===== src/rtl/cpu_pkg.sv =====
// ============================================================================
// cpu_pkg : shared widths and Moxie register index names
// Rev 1.0
// ============================================================================
`default_nettype none

package cpu_pkg;

   localparam int REG_IDX_W = 4;
   localparam int WORD_W    = 32;

   localparam logic [REG_IDX_W-1:0] REG_FP  = 4'd0;
   localparam logic [REG_IDX_W-1:0] REG_SP  = 4'd1;
   localparam logic [REG_IDX_W-1:0] REG_R0  = 4'd2;
   localparam logic [REG_IDX_W-1:0] REG_R1  = 4'd3;
   localparam logic [REG_IDX_W-1:0] REG_R2  = 4'd4;
   localparam logic [REG_IDX_W-1:0] REG_R3  = 4'd5;
   localparam logic [REG_IDX_W-1:0] REG_R4  = 4'd6;
   localparam logic [REG_IDX_W-1:0] REG_R5  = 4'd7;
   localparam logic [REG_IDX_W-1:0] REG_R6  = 4'd8;
   localparam logic [REG_IDX_W-1:0] REG_R7  = 4'd9;
   localparam logic [REG_IDX_W-1:0] REG_R8  = 4'd10;
   localparam logic [REG_IDX_W-1:0] REG_R9  = 4'd11;
   localparam logic [REG_IDX_W-1:0] REG_R10 = 4'd12;
   localparam logic [REG_IDX_W-1:0] REG_R11 = 4'd13;
   localparam logic [REG_IDX_W-1:0] REG_R12 = 4'd14;
   localparam logic [REG_IDX_W-1:0] REG_R13 = 4'd15;

endpackage

`default_nettype wire


===== src/rtl/cpu_regfile_scoreboard.sv =====
// ============================================================================
// cpu_regfile_scoreboard : per-register pending-write counters, stall, busy
// Rev 1.0
// ============================================================================
`default_nettype none

module cpu_regfile_scoreboard
   import cpu_pkg::*;
#(
   parameter int NREGS  = 16,
   parameter int PEND_W = 2
) (
   input  logic                 clk,
   input  logic                 rst,
   input  logic                 i_rel_en,
   input  logic [REG_IDX_W-1:0] i_rel_idx,
   input  logic                 i_res_en,
   input  logic [REG_IDX_W-1:0] i_res_idx,
   input  logic [REG_IDX_W-1:0] i_rd_idx1,
   input  logic [REG_IDX_W-1:0] i_rd_idx2,
   output logic                 o_stall,
   output logic                 o_busy1,
   output logic                 o_busy2,
   output logic                 o_err
);

   localparam logic [PEND_W-1:0] CNT_MAX = '1;

   logic [PEND_W-1:0] r_cnt     [NREGS];
   logic [PEND_W-1:0] w_cnt_nxt [NREGS];
   logic              w_res_go;
   logic              w_underflow;
   logic              r_busy1;
   logic              r_busy2;
   logic              r_err;

   // A same-cycle release frees a slot, so a full counter can still accept.
   assign o_stall  = i_res_en && (r_cnt[i_res_idx] == CNT_MAX) &&
                     !(i_rel_en && (i_rel_idx == i_res_idx));
   assign w_res_go = i_res_en && !o_stall;

   always_comb begin
      w_underflow = 1'b0;
      for (int i = 0; i < NREGS; i++) begin
         w_cnt_nxt[i] = r_cnt[i];
         if (w_res_go && (i_res_idx == REG_IDX_W'(i)) &&
             !(i_rel_en && (i_rel_idx == REG_IDX_W'(i)))) begin
            w_cnt_nxt[i] = r_cnt[i] + 1'b1;
         end else if (i_rel_en && (i_rel_idx == REG_IDX_W'(i)) &&
                      !(w_res_go && (i_res_idx == REG_IDX_W'(i)))) begin
            if (r_cnt[i] == '0) begin
               w_underflow = 1'b1;
            end else begin
               w_cnt_nxt[i] = r_cnt[i] - 1'b1;
            end
         end
      end
   end

   always_ff @(posedge clk) begin
      if (rst) begin
         for (int i = 0; i < NREGS; i++) begin
            r_cnt[i] <= '0;
         end
         r_busy1 <= 1'b0;
         r_busy2 <= 1'b0;
         r_err   <= 1'b0;
      end else begin
         for (int i = 0; i < NREGS; i++) begin
            r_cnt[i] <= w_cnt_nxt[i];
         end
         r_busy1 <= (w_cnt_nxt[i_rd_idx1] != '0);
         r_busy2 <= (w_cnt_nxt[i_rd_idx2] != '0);
         r_err   <= r_err | w_underflow;
      end
   end

   assign o_busy1 = r_busy1;
   assign o_busy2 = r_busy2;
   assign o_err   = r_err;

endmodule

`default_nettype wire


===== src/rtl/cpu_regfile.sv =====
// ============================================================================
// cpu_regfile : Moxie 16x32 register file, two bypassed read ports, scoreboard
// Rev 1.0
// ============================================================================
`default_nettype none

module cpu_regfile
   import cpu_pkg::*;
#(
   parameter int NREGS  = 16,
   parameter int PEND_W = 2
) (
   input  logic                 clk_i,
   input  logic                 rst_i,
   input  logic [REG_IDX_W-1:0] register_write_index_i,
   input  logic                 register_write_enable_i,
   input  logic [WORD_W-1:0]    result_i,
   input  logic [REG_IDX_W-1:0] reg_read_index1_i,
   input  logic [REG_IDX_W-1:0] reg_read_index2_i,
   output logic [WORD_W-1:0]    value1_o,
   output logic [WORD_W-1:0]    value2_o,
   output logic                 busy1_o,
   output logic                 busy2_o,
   input  logic                 reserve_enable_i,
   input  logic [REG_IDX_W-1:0] reserve_index_i,
   output logic                 reserve_stall_o,
   output logic                 err_o
);

   logic [WORD_W-1:0] r_mem [NREGS];
   logic [WORD_W-1:0] r_value1;
   logic [WORD_W-1:0] r_value2;
   logic              w_hit1;
   logic              w_hit2;

   assign w_hit1 = register_write_enable_i && (register_write_index_i == reg_read_index1_i);
   assign w_hit2 = register_write_enable_i && (register_write_index_i == reg_read_index2_i);

   always_ff @(posedge clk_i) begin
      if (rst_i) begin
         for (int i = 0; i < NREGS; i++) begin
            r_mem[i] <= '0;
         end
         r_value1 <= '0;
         r_value2 <= '0;
      end else begin
         if (register_write_enable_i) begin
            r_mem[register_write_index_i] <= result_i;
         end
         r_value1 <= w_hit1 ? result_i : r_mem[reg_read_index1_i];
         r_value2 <= w_hit2 ? result_i : r_mem[reg_read_index2_i];
      end
   end

   assign value1_o = r_value1;
   assign value2_o = r_value2;

   cpu_regfile_scoreboard #(
      .NREGS  (NREGS),
      .PEND_W (PEND_W)
   ) u_scoreboard (
      .clk       (clk_i),
      .rst       (rst_i),
      .i_rel_en  (register_write_enable_i),
      .i_rel_idx (register_write_index_i),
      .i_res_en  (reserve_enable_i),
      .i_res_idx (reserve_index_i),
      .i_rd_idx1 (reg_read_index1_i),
      .i_rd_idx2 (reg_read_index2_i),
      .o_stall   (reserve_stall_o),
      .o_busy1   (busy1_o),
      .o_busy2   (busy2_o),
      .o_err     (err_o)
   );

endmodule

`default_nettype wire


===== config.mk =====
export PLATFORM = sky130hd
export DESIGN_NAME = cpu_regfile
export DESIGN_NICKNAME = d
export VERILOG_FILES = /design/src/rtl/cpu_pkg.sv /design/src/rtl/cpu_regfile_scoreboard.sv /design/src/rtl/cpu_regfile.sv
export SDC_FILE = /design/constraint.sdc
export NUM_CORES = 1
export LEC_CHECK = 0
export CAP_MARGIN = 25
export CORE_MARGIN = 3
export CORE_UTILIZATION = 40
export DETAILED_ROUTE_END_ITERATION = 10
export GPL_TIMING_DRIVEN = 0
export PLACE_DENSITY = 0.53
export SLEW_MARGIN = 5
export SYNTH_ARGS = -nofsm -noshare
export SYNTH_HDL_FRONTEND = slang
export SYNTH_SLANG_ARGS = --single-unit

===== constraint.sdc =====
create_clock -name clk_i -period 5.5 [get_ports clk_i]
set_clock_uncertainty 0.05 [all_clocks]
set_input_delay 0.55 -clock clk_i [delete_from_list [all_inputs] [get_ports clk_i]]
set_output_delay 0.55 -clock clk_i [all_outputs]
set_load 0.05 [all_outputs]

==> impl_metrics.yaml <==
placed_design:
  dp_hpwl_mm: 84.0
  globalplace.congestion: 0.940
  dp.cells: 3596
  port_buffers: 107
  placed_area_um2: 36300
  pre_cts_ws_ps: 1240
timing:
  tightest_slew_ps: 1140
  timing.hold.ws_ps: 521
  drv_slew: 0
  slew_headroom_pct: 24.1
  setup_ws_ps: 1650
  finalCriticalPeriod_ps: 3850
  setup-tns-final_ps: 0
  timing_hold_violations_final: 0
  timing.final.crit_share_pct: 70.1
  rsz0062_at_grt: "no"
  max_freq_ghz: 0.259
  setup_viol: 0
floorplan:
  ioPinCount: 120
  fp-row-count: 104
  dieArea_um2: 85900
  core_um2: 81100
  initial_utilization_pct: 40.7
  die_h_um: 293
  die_w_um: 293
yosys:
  synthArstFlopShare_pct: 0
  postSynthNetCount: 2482
  syn_inst: 2382
  synth_seq_area_share_pct: 52.6
  yosysWarnings: 0
  postSynthAreaPerCell_um2: 13.8
  ys_seq_elements: 611
  synth_area_um2: 33000
  yosysUniqueCellTypes: 81
  synth_edf_count: 512
  synthFlopType: "edfxtp_1"
worst_setup_path:
  cp_cell_sequence: "clkbuf_1 > buf_1 > nor2_1 > nand2_1 > o21ai_0 > a31oi_1 > nor3_1 > a22o_1 > nor3_1 > o311a_1"
  crit_top_cell: "nor3_1"
  crit_type: "primary input to flop"
  r2r.worst_path.cells: 9
  timing.rr.start: "u_scoreboard.r_cnt[13][0]"
  max_stage_delay_ps: 960
  slowest_stage: "nor2_1"
  crit_buf_inv: 2
  cp_num_cells: 10
  start_kind: "primary input"
  arrival_ps: 4260
  reg2reg_setup_slack_ps: 1870
  crit_required_ps: 5900
  path_delay_family: "simple AND/OR/NAND/NOR gates"
  startpoint: "register_write_index_i[1]"
  worstSetupEndpointType: "flop"
  path_max_fanout: 10
power:
  power.density_nw_per_um2: 307
  power.total_mw: 11.9
  leakagePower_nw: 13.3
  peakVddDrop_uv: 239
global_routing:
  grt_max_degree: 33
  top_usage_layer: "met2"
  grt_overflow_total: 0
  antenna_found_initial: 5
  grt_util_met3_pct: 5.87
  grt_pass1_wl_mm: 166
  grt_use_total_pct: 27.2
  grtUsageMet1_pct: 36.9
  grt_pass1_vias: 23000
  grt_util_met2_pct: 43.2
clock_tree:
  cts_tree: "built"
  postCtsSetupBuffers: 0
  cts_root_buf: "clkbuf_16"
  cts.sink_count: 611
  clk_path_buf_depth: 3
  cts.clk_slew.worst_paths_ps: 60
  ctsResizeCount: 0
  clock_latency_ps: 630
  htree_levels: 3
  hold_buffers: 0
  cts_buffers: 72
detailed_routing:
  wl_mm: 117
  ant_nets: 0
  first_pass_iters: 5
  via_per_inst: 6.00
  drt_iter0_markers: 2299
  drc_errors: 0
  vias: 22400
  wl_per_cell_um: 31.2
cells_and_area:
  finalNetCount: 2716
  seqCellArea_um2: 17400
  n_fill_cell: 7117
  fin_util_pct: 47.7
  design_area_um2: 38700
  syn_to_final_growth_pct: 17.3
  multi_input_area_um2: 14800
  drive_above_1_share_pct: 20.3
  fin_cells: 3739
hold_path:
  hold_path.class: "flop to flop"
  worstHoldStart: "u_scoreboard.r_cnt[6][0]"
  whs_path_depth: 2
flow_run:
  cap_violations: 0
status:
  status: "complete, no violations"
## final timing paths
| kind | endpoint |
|---|---|
| worst max-delay path | u_scoreboard.o_busy1 |
| worst min-delay path | u_scoreboard.r_cnt[6][0] |
| worst max register to register | u_scoreboard.o_busy1 |
| worst min register to register | u_scoreboard.r_cnt[6][0] |
## synthesized netlist by cell type (all sizes together) (4+ instances only)
cell type / instances / share of area, %
a211oi: 8 / 0.18
a21oi: 94 / 1.4
a221oi: 4 / 0.14
a22o: 4 / 0.11
a311oi: 6 / 0.16
a31o: 5 / 0.13
a31oi: 12 / 0.23
a32oi: 4 / 0.11
and2: 521 / 9.9
and3: 9 / 0.17
buf: 43 / 0.60
clkbuf: 160 / 1.8
dfxtp: 99 / 6.0
edfxtp: 512 / 47
ha: 48 / 1.8
inv: 44 / 0.50
mux2i: 10 / 0.38
mux4: 328 / 22
nand2: 196 / 2.3
nand2b: 9 / 0.17
nand3: 23 / 0.35
nand3b: 4 / 0.091
nand4: 6 / 0.11
nor2: 89 / 1.0
nor2b: 5 / 0.095
nor3: 23 / 0.36
o211ai: 11 / 0.25
o21ai: 18 / 0.32
o21bai: 5 / 0.11
o22ai: 4 / 0.076
or3: 5 / 0.095
xnor2: 13 / 0.35
xor2: 9 / 0.24
## area by class of cell
class,instances,area share [%]
antenna,3,0.0194
buffer,203,2.07
clock buffer,109,5.38
clock inverter,25,0.527
inverter,44,0.427
multi-input combinational,1524,38.1
sequential,611,44.9
tap,1060,3.43
timing repair buffer,160,5.12
## report_power, final
group	switching (mW)	leakage, nW	internal, mW
Clock	2.00	1.12	2.69
Sequential	0.132	5.72	5.31
Combinational	1.01	6.46	0.744
## kinds of logic after synthesis
logic type      share of synthesized area, %
simple gates                            15.1
compound gates                          4.09
mux                                     22.8
fa+ha+maj                               1.82
flops                                   52.6
xor+xnor                               0.584
buf+inv                                 2.92
## flip-flops by register name (all words and copies together), names as in the netlist
name,cells
value1_o,32
u_scoreboard.o_err,1
u_scoreboard.r_cnt,32
value2_o,32
u_scoreboard.o_busy1,1
r_mem,512
u_scoreboard.o_busy2,1
## tightest hold or removal path: stages, from the launching register on
cell	delay (ps)
dfxtp_1	360
o211ai_1	100
a21oi_1	60
## metal layers
layer | vias up | wire length, µm | part of all wire (%)
li1 | 9461 | - | -
met1 | 11800 | 47600 | 41
met2 | 1018 | 54800 | 47
met3 | 197 | 9850 | 8.4
met4 | 0 | 4390 | 3.8
met5 | - | 0 | 0
## cells in the final DEF (no fill, tap or decap), types with 8 or more instances in the layout
cell type	instances
xor2_1	9
edfxtp_1	512
a211oi_1	8
nand2_2	9
mux4_2	328
clkbuf_1	182
buf_12	10
a31oi_1	12
buf_16	9
nand3_1	23
a21oi_1	94
clkbuf_8	12
nand2b_1	9
o211ai_1	11
clkinv_2	12
buf_1	34
and3_1	9
nand2_1	183
clkdlybuf4s50_1	107
inv_1	43
nor3_1	22
ha_1	48
clkbuf_16	73
xnor2_1	13
nor2_1	87
buf_6	11
dfxtp_1	99
o21ai_0	11
and2_1	520
buf_8	24
No activity file was read; power rests on OpenSTA's default activity.
